===== src/rtl/horizontal_in_process.sv =====
// Horizontal input processor: replays the 16-cycle horizontal schedule from ROM banks 0/1/2
// and streams the returned words as operands to horizontal multipliers 0 and 1.
module horizontal_in_process #(
  parameter int unsigned P_WIDTH    = 64,
  parameter int unsigned GRP_WIDTH  = 4,
  parameter int unsigned NUM_GROUPS = 16
) (
  input  logic                 clk,
  input  logic                 rst_n,
  input  logic                 horizontal_start,
  input  logic                 horizontal_en_in,
  input  logic [P_WIDTH-1:0]   rom0_rdata,
  input  logic [P_WIDTH-1:0]   rom1_rdata,
  input  logic [P_WIDTH-1:0]   rom2_rdata,
  output logic                 rom0_re,
  output logic                 rom1_re,
  output logic                 rom2_re,
  output logic [GRP_WIDTH+1:0] rom0_addr,
  output logic [GRP_WIDTH+2:0] rom1_addr,
  output logic [GRP_WIDTH+2:0] rom2_addr,
  output logic [P_WIDTH-1:0]   horizontal_mul0_out,
  output logic [P_WIDTH-1:0]   horizontal_mul1_out,
  output logic                 mul0_valid,
  output logic                 mul1_valid,
  output logic                 horizontal_done,
  output logic                 busy
);

  localparam int unsigned CNT_W = 4;
  localparam logic [CNT_W-1:0]     CNT_LAST = CNT_W'(15);
  localparam logic [GRP_WIDTH-1:0] GRP_LAST = GRP_WIDTH'(NUM_GROUPS - 1);

  typedef enum logic [1:0] {
    S_IDLE  = 2'd0,
    S_RUN   = 2'd1,
    S_DRAIN = 2'd2
  } state_t;

  typedef enum logic [1:0] {
    SRC_ROM0 = 2'd0,
    SRC_ROM1 = 2'd1,
    SRC_ROM2 = 2'd2
  } src_t;

  state_t               state;
  logic [CNT_W-1:0]     cnt;
  logic [GRP_WIDTH-1:0] grp;
  logic                 drain;

  src_t                 sel_d1;
  logic                 m1_d1;
  logic                 vld_d1;
  logic                 last_d1;

  logic                 run;
  logic                 ph_lo;
  logic                 ph_mid;
  logic                 ph_hi;
  logic                 last_beat;
  logic                 abort;
  src_t                 sel_nxt;
  logic [P_WIDTH-1:0]   mul0_src;

  // Schedule phase: 0-3 ROM0 (+ROM2 upper half to mul1), 4-11 ROM1, 12-15 ROM2 lower half
  assign run       = (state == S_RUN);
  assign ph_lo     = (cnt[3:2] == 2'b00);
  assign ph_hi     = (cnt[3:2] == 2'b11);
  assign ph_mid    = !ph_lo && !ph_hi;
  assign last_beat = (cnt == CNT_LAST) && (grp == GRP_LAST);
  assign abort     = (state != S_IDLE) && !horizontal_en_in;
  assign busy      = (state != S_IDLE);

  always_comb begin
    rom0_re   = 1'b0;
    rom1_re   = 1'b0;
    rom2_re   = 1'b0;
    rom0_addr = '0;
    rom1_addr = '0;
    rom2_addr = '0;
    if (run) begin
      rom0_re = ph_lo;
      rom1_re = ph_mid;
      rom2_re = ph_lo || ph_hi;
      if (ph_lo) begin
        rom0_addr = {grp, cnt[1:0]};
      end
      if (ph_mid) begin
        rom1_addr = {grp, 3'(cnt - CNT_W'(4))};
      end
      if (ph_lo || ph_hi) begin
        rom2_addr = {grp, ph_lo, cnt[1:0]};
      end
    end
  end

  always_comb begin
    sel_nxt = SRC_ROM2;
    if (ph_lo) begin
      sel_nxt = SRC_ROM0;
    end else if (ph_mid) begin
      sel_nxt = SRC_ROM1;
    end
  end

  always_comb begin
    mul0_src = rom0_rdata;
    case (sel_d1)
      SRC_ROM1: mul0_src = rom1_rdata;
      SRC_ROM2: mul0_src = rom2_rdata;
      default:  mul0_src = rom0_rdata;
    endcase
  end

  // Control FSM plus the two pipeline stages that track the ROM read latency
  always_ff @(posedge clk or negedge rst_n) begin
    if (!rst_n) begin
      state               <= S_IDLE;
      cnt                 <= '0;
      grp                 <= '0;
      drain               <= 1'b0;
      sel_d1              <= SRC_ROM0;
      m1_d1               <= 1'b0;
      vld_d1              <= 1'b0;
      last_d1             <= 1'b0;
      horizontal_mul0_out <= '0;
      horizontal_mul1_out <= '0;
      mul0_valid          <= 1'b0;
      mul1_valid          <= 1'b0;
      horizontal_done     <= 1'b0;
    end else if (abort) begin
      state               <= S_IDLE;
      cnt                 <= '0;
      grp                 <= '0;
      drain               <= 1'b0;
      sel_d1              <= SRC_ROM0;
      m1_d1               <= 1'b0;
      vld_d1              <= 1'b0;
      last_d1             <= 1'b0;
      horizontal_mul0_out <= '0;
      horizontal_mul1_out <= '0;
      mul0_valid          <= 1'b0;
      mul1_valid          <= 1'b0;
      horizontal_done     <= 1'b0;
    end else begin
      sel_d1  <= run ? sel_nxt : SRC_ROM0;
      m1_d1   <= run && ph_lo;
      vld_d1  <= run;
      last_d1 <= run && last_beat;

      horizontal_mul0_out <= vld_d1 ? mul0_src : '0;
      horizontal_mul1_out <= m1_d1 ? rom2_rdata : '0;
      mul0_valid          <= vld_d1;
      mul1_valid          <= m1_d1;
      horizontal_done     <= last_d1;

      case (state)
        S_IDLE: begin
          if (horizontal_start && horizontal_en_in) begin
            state <= S_RUN;
            cnt   <= '0;
            grp   <= '0;
          end
        end
        S_RUN: begin
          if (cnt == CNT_LAST) begin
            cnt <= '0;
            if (grp == GRP_LAST) begin
              state <= S_DRAIN;
              grp   <= '0;
              drain <= 1'b0;
            end else begin
              grp <= GRP_WIDTH'(grp + 1'b1);
            end
          end else begin
            cnt <= CNT_W'(cnt + 1'b1);
          end
        end
        S_DRAIN: begin
          // Two cycles: one for the ROM return, one for the output register
          if (drain) begin
            state <= S_IDLE;
            drain <= 1'b0;
          end else begin
            drain <= 1'b1;
          end
        end
        default: begin
          state <= S_IDLE;
          cnt   <= '0;
          grp   <= '0;
          drain <= 1'b0;
        end
      endcase
    end
  end

endmodule


===== config.mk =====
export PLATFORM = sky130hd
export DESIGN_NAME = horizontal_in_process
export DESIGN_NICKNAME = d
export VERILOG_FILES = /design/src/rtl/horizontal_in_process.sv
export SDC_FILE = /design/constraint.sdc
export NUM_CORES = 1
export LEC_CHECK = 0
export CAP_MARGIN = 5
export CORE_MARGIN = 5
export CORE_UTILIZATION = 35
export CTS_BUF_LIST = sky130_fd_sc_hd__clkbuf_16
export CTS_CLUSTER_DIAMETER = 30
export DETAILED_ROUTE_END_ITERATION = 8
export DONT_BUFFER_PORTS = 1
export PLACE_DENSITY_LB_ADDON = 0.15
export RECOVER_POWER = 100
export SLEW_MARGIN = 40
export SYNTH_ARGS = -nofsm -noshare
export SYNTH_HDL_FRONTEND = slang
export SYNTH_SLANG_ARGS = --single-unit

===== constraint.sdc =====
create_clock -name clk -period 4.7 [get_ports clk]
set_clock_uncertainty 0.2 [all_clocks]
set_input_delay 0.235 -clock clk [delete_from_list [all_inputs] [get_ports clk]]
set_output_delay 0.235 -clock clk [all_outputs]
set_load 0.02 [all_outputs]

==> results of run 1 <==
[metrics by stage]
stage / util (%) / cell area, um^2 / hold WS, ns / worst slack, ns / std cells
after detailed placement: 36.7 / 6320 / -0.255 / 2.22 / 788
after floorplan: - / 6140 / -0.261 / 2.67 / 606
after global placement: 36.4 / 6280 / -0.255 / 2.00 / 786
[cell families after synthesis]
logic type	Yosys count	synth area share, %
AO/OA/AOI/OAI	147	15.1
XOR/XNOR	3	0.428
adder cells (fa/ha/maj)	8	1.63
buffers and inverters	56	3.63
flip-flops	147	59.9
AND/OR/NAND/NOR	245	19.3
==> out/qor.txt, run 1 <==
outcome - aborted with a tool error
Halt Stage - clock tree synthesis (4_1_cts)
First Err - [ERROR RSZ-0060] Max buffer count reached.
# rows - 48
Avg Cell Area, Syn - 10.1 um^2
# IOs - 351
H-tree levels - 4
Clock Tree Root - clkbuf_16
largest area contributor in the netlist - dfrtp_1
CTS resizes - 0
Synth area leaders - dfrtp_1 (60%), nor2_1 (8.3%), a22oi_1 (7.9%), and2_1 (7.4%), a21oi_1 (5.3%)
Longest Clk Path Bufs - 2
Post-DP HPWL - 14200 um
Seq cells post-synth - 147
EDFF count, synth - 0
Syn Inst Count - 606
Post-synth ARST share - 100%
Die W - 142 um
count of input and output buffers - 0
total clock sinks - 147
die height - 142 um
Setup Buffers After CTS - 0
Main synth FF type - dfrtp_1
syn_nets - 810
Initial Util - 35.6%
Commonest cells post-synth - dfrtp_1 (147), nor2_1 (136), and2_1 (73)
Syn Std Cell Area - 6140 um^2
register area share after synthesis - 59.9%
Distinct cells, synth - 36
yosys warns - 0
top-count cell post-synth - dfrtp_1
CTS Hold Bufs - 165
Num CTS Buffers - 17
GPL Wtd Cong - 0.848
Synth top area share - 59.9%
==> run 2, diff against run 1 <==
--- a/config.mk
+++ b/config.mk
@@ -7,9 +7,7 @@
 export LEC_CHECK = 0
 export CAP_MARGIN = 5
 export CORE_MARGIN = 5
-export CORE_UTILIZATION = 35
-export CTS_BUF_LIST = sky130_fd_sc_hd__clkbuf_16
-export CTS_CLUSTER_DIAMETER = 30
+export CORE_UTILIZATION = 20
 export DETAILED_ROUTE_END_ITERATION = 8
 export DONT_BUFFER_PORTS = 1
 export PLACE_DENSITY_LB_ADDON = 0.15
==> out/qor.txt, run 2 <==
ant diodes - 0
Setup Buffers After CTS - 0 (unchanged)
count of input and output buffers - 0 (unchanged)
antenna violations before repair - 1
Fin. Hold Viols - 0
Critical Path RT - 4.76 ns
Placed Area - 6520 um^2 (+3.1%)
die height - 185 um (+30%)
top-count cell post-synth - dfrtp_1
Fmax - 305 MHz
Post-DP HPWL - 15100 um (+6.5%)
Initial DRC Count - 229
Least-Margin Pin Slew - 2.63 ns
H-tree levels - 4 (unchanged)
syn_nets - 810 (unchanged)
GPL Wtd Cong - 0.789 (-7.0%)
Num CTS Buffers - 17 (unchanged)
CTS resizes - 0 (unchanged)
Worst Path Max Fanout - 35
Longest Clk Path Bufs - 2 (unchanged)
post-route ant nets - 0
Nets - 985
Distinct cells, synth - 36 (unchanged)
share of cells above drive strength 1 - 4.79%
largest area contributor in the netlist - dfrtp_1
reg2reg start - state[1]
hold crit path type - primary input to flop
# IOs - 351 (unchanged)
WS Path Type - flop to flop
# rows - 64 (+33%)
Wirelength per Cell - 18.8 um
Main synth FF type - dfrtp_1
crit end category - flop
register area share after synthesis - 59.9% (unchanged)
commonest non-fill, non-tap cell in the layout - dlygate4sd3_1
Seq cells post-synth - 147 (unchanged)
most frequent cells in the layout - dlygate4sd3_1 (195), dfrtp_1 (147), nor2_1 (136)
Final period util - 69.7%
Die W - 185 um (+30%)
hold path depth - 3
vias in the first global route - 5742
fillcell total - 3138
worst r2r path cells - 4
Most Crowded Layer GR - met2
largest registers - horizontal_mul0_out: 64 flops, horizontal_mul1_out: 64 flops
Slew HR - -75.6%
Post-synth ARST share - 100% (unchanged)
Commonest cells post-synth - dfrtp_1 (147), nor2_1 (136), and2_1 (73)
Clk Latency, worst-skew pair - 0.41 ns
sink of the worst hold path - grp[2]
grt ovf - 0
Syn Std Cell Area - 6140 um^2 (unchanged)
total clock sinks - 147 (unchanged)
min Tclk post-route - 3.28 ns
first-pass GRT wire length - 32400 um
core footprint - 30400 um^2
Initial Util - 20.2% (-15 points)
Synth top area share - 59.9% (unchanged)
global routing usage on met2 - 21.5%
total track usage - 12.4%
Synth area leaders - dfrtp_1 (60%), nor2_1 (8.3%), a22oi_1 (7.9%), and2_1 (7.4%), a21oi_1 (5.3%)
total power - 3.84 mW
DRT Pass-1 Iters - 4
setup total negative slack - 0 ns
met3 usage - 4.07%
Via density - 4.46
M1 GR Usage - 13.9%
Die Footprint - 34300 um^2
hold_sp - horizontal_en_in
WL final - 22300 um
CTS tree - built
largest net degree at the start of global routing - 148
unrepaired setup endpoints after global routing - no
Worst setup SP type - flop
Clock Tree Root - clkbuf_16
outcome - finished, violations left
Max VDD drop - 0.222 mV
CTS Hold Bufs - 196 (+19%)
max-slew violations - 124
Critical Path AT - 3.33 ns
yosys warns - 0 (unchanged)
total vias in the final route - 5306
failing checks - max-capacitance violations, max-slew violations
worst reg2reg setup slack - 1.42 ns
P_leak - 3.86 nW
PD cells - 421 nW/um^2
Avg Cell Area, Syn - 10.1 um^2 (unchanged)
final setup violation count - 0
fin area - 9120 um^2
Syn Inst Count - 606 (unchanged)
EDFF count, synth - 0 (unchanged)
drc violations - 0
Max Cap Viol - 3
worst r2r dst - horizontal_mul0_out[21]
Worst-path clk slew - 0.06 ns
P&R area growth vs syn - 48.5%
[run 2: cell counts after synthesis]
Identical to the previous run, type by type.
[run 2: worst max path at each step]
stage	to	depth (start not counted)	slack [ns]	startpoint
2_1_floorplan	rom2_addr[0]	4	2.67	cnt[2]
3_3_place_gp	horizontal_mul0_out[22]	6	2.21	sel_d1[0]
3_5_place_dp	horizontal_mul0_out[22]	5	2.21	sel_d1[1]
4_1_cts	horizontal_mul0_out[22]	7	1.67	sel_d1[0]
5_1_grt	horizontal_mul0_out[55]	4	0.93	state[1]
6_report	horizontal_mul0_out[21]	4	1.42	state[1]
[run 2: kinds of logic after synthesis]
group,share of synthesized area (%)
fa+ha+maj,1.63
flops,59.9
compound gates,15.1
simple gates,19.3
xor+xnor,0.428
buf+inv,3.63
[run 2: critical path: stages (launching register included)]
cell and delay, ns:
dfrtp_1 0.49, nor2_1 0.15, o21ai_0 1.29, clkbuf_2 0.81, nor2_1 0.15
[run 2: report_power, final]
group          total [mW]  switching, mW  internal [mW]
combinational       0.655          0.384          0.271
sequential           1.77          0.328           1.44
clock                1.41          0.545          0.869
total                3.84           1.26           2.58
[run 2: cell type report]
cell class | count | area, um^2 | share of cell area [%]
clock buffers | 25 | 515 | 5.65
clock inverters | 7 | 93.8 | 1.03
inverters | 8 | 30.0 | 0.329
multi-input cells | 403 | 2260 | 24.7
flip-flops and latches | 147 | 3680 | 40.3
well taps | 396 | 495 | 5.43
repair buffers | 204 | 2050 | 22.5
[run 2: metal layers]
| metal | part of all wire [%] | routed length, um |
|---|---|---|
| met1 | 38 | 8510 |
| met2 | 50 | 11300 |
| met3 | 8.7 | 1950 |
| met4 | 2.8 | 622 |
| met5 | 0 | 0 |
[run 2: per-stage QoR]
stage / std cells / hold slack [ns] / utilization, % / setup slack, ns
finish: 1190 / 0.0773 / 30.0 / 1.42
global route: 1190 / 0.0871 / 30.0 / 0.931
CTS: 1187 / 0.0460 / 29.9 / 1.67
detailed placement: 959 / -0.256 / 21.4 / 2.21
global placement: 958 / -0.255 / 21.4 / 2.21
floorplan: 606 / -0.261 / - / 2.67
Note: power is estimated with default switching activity, not from simulation.
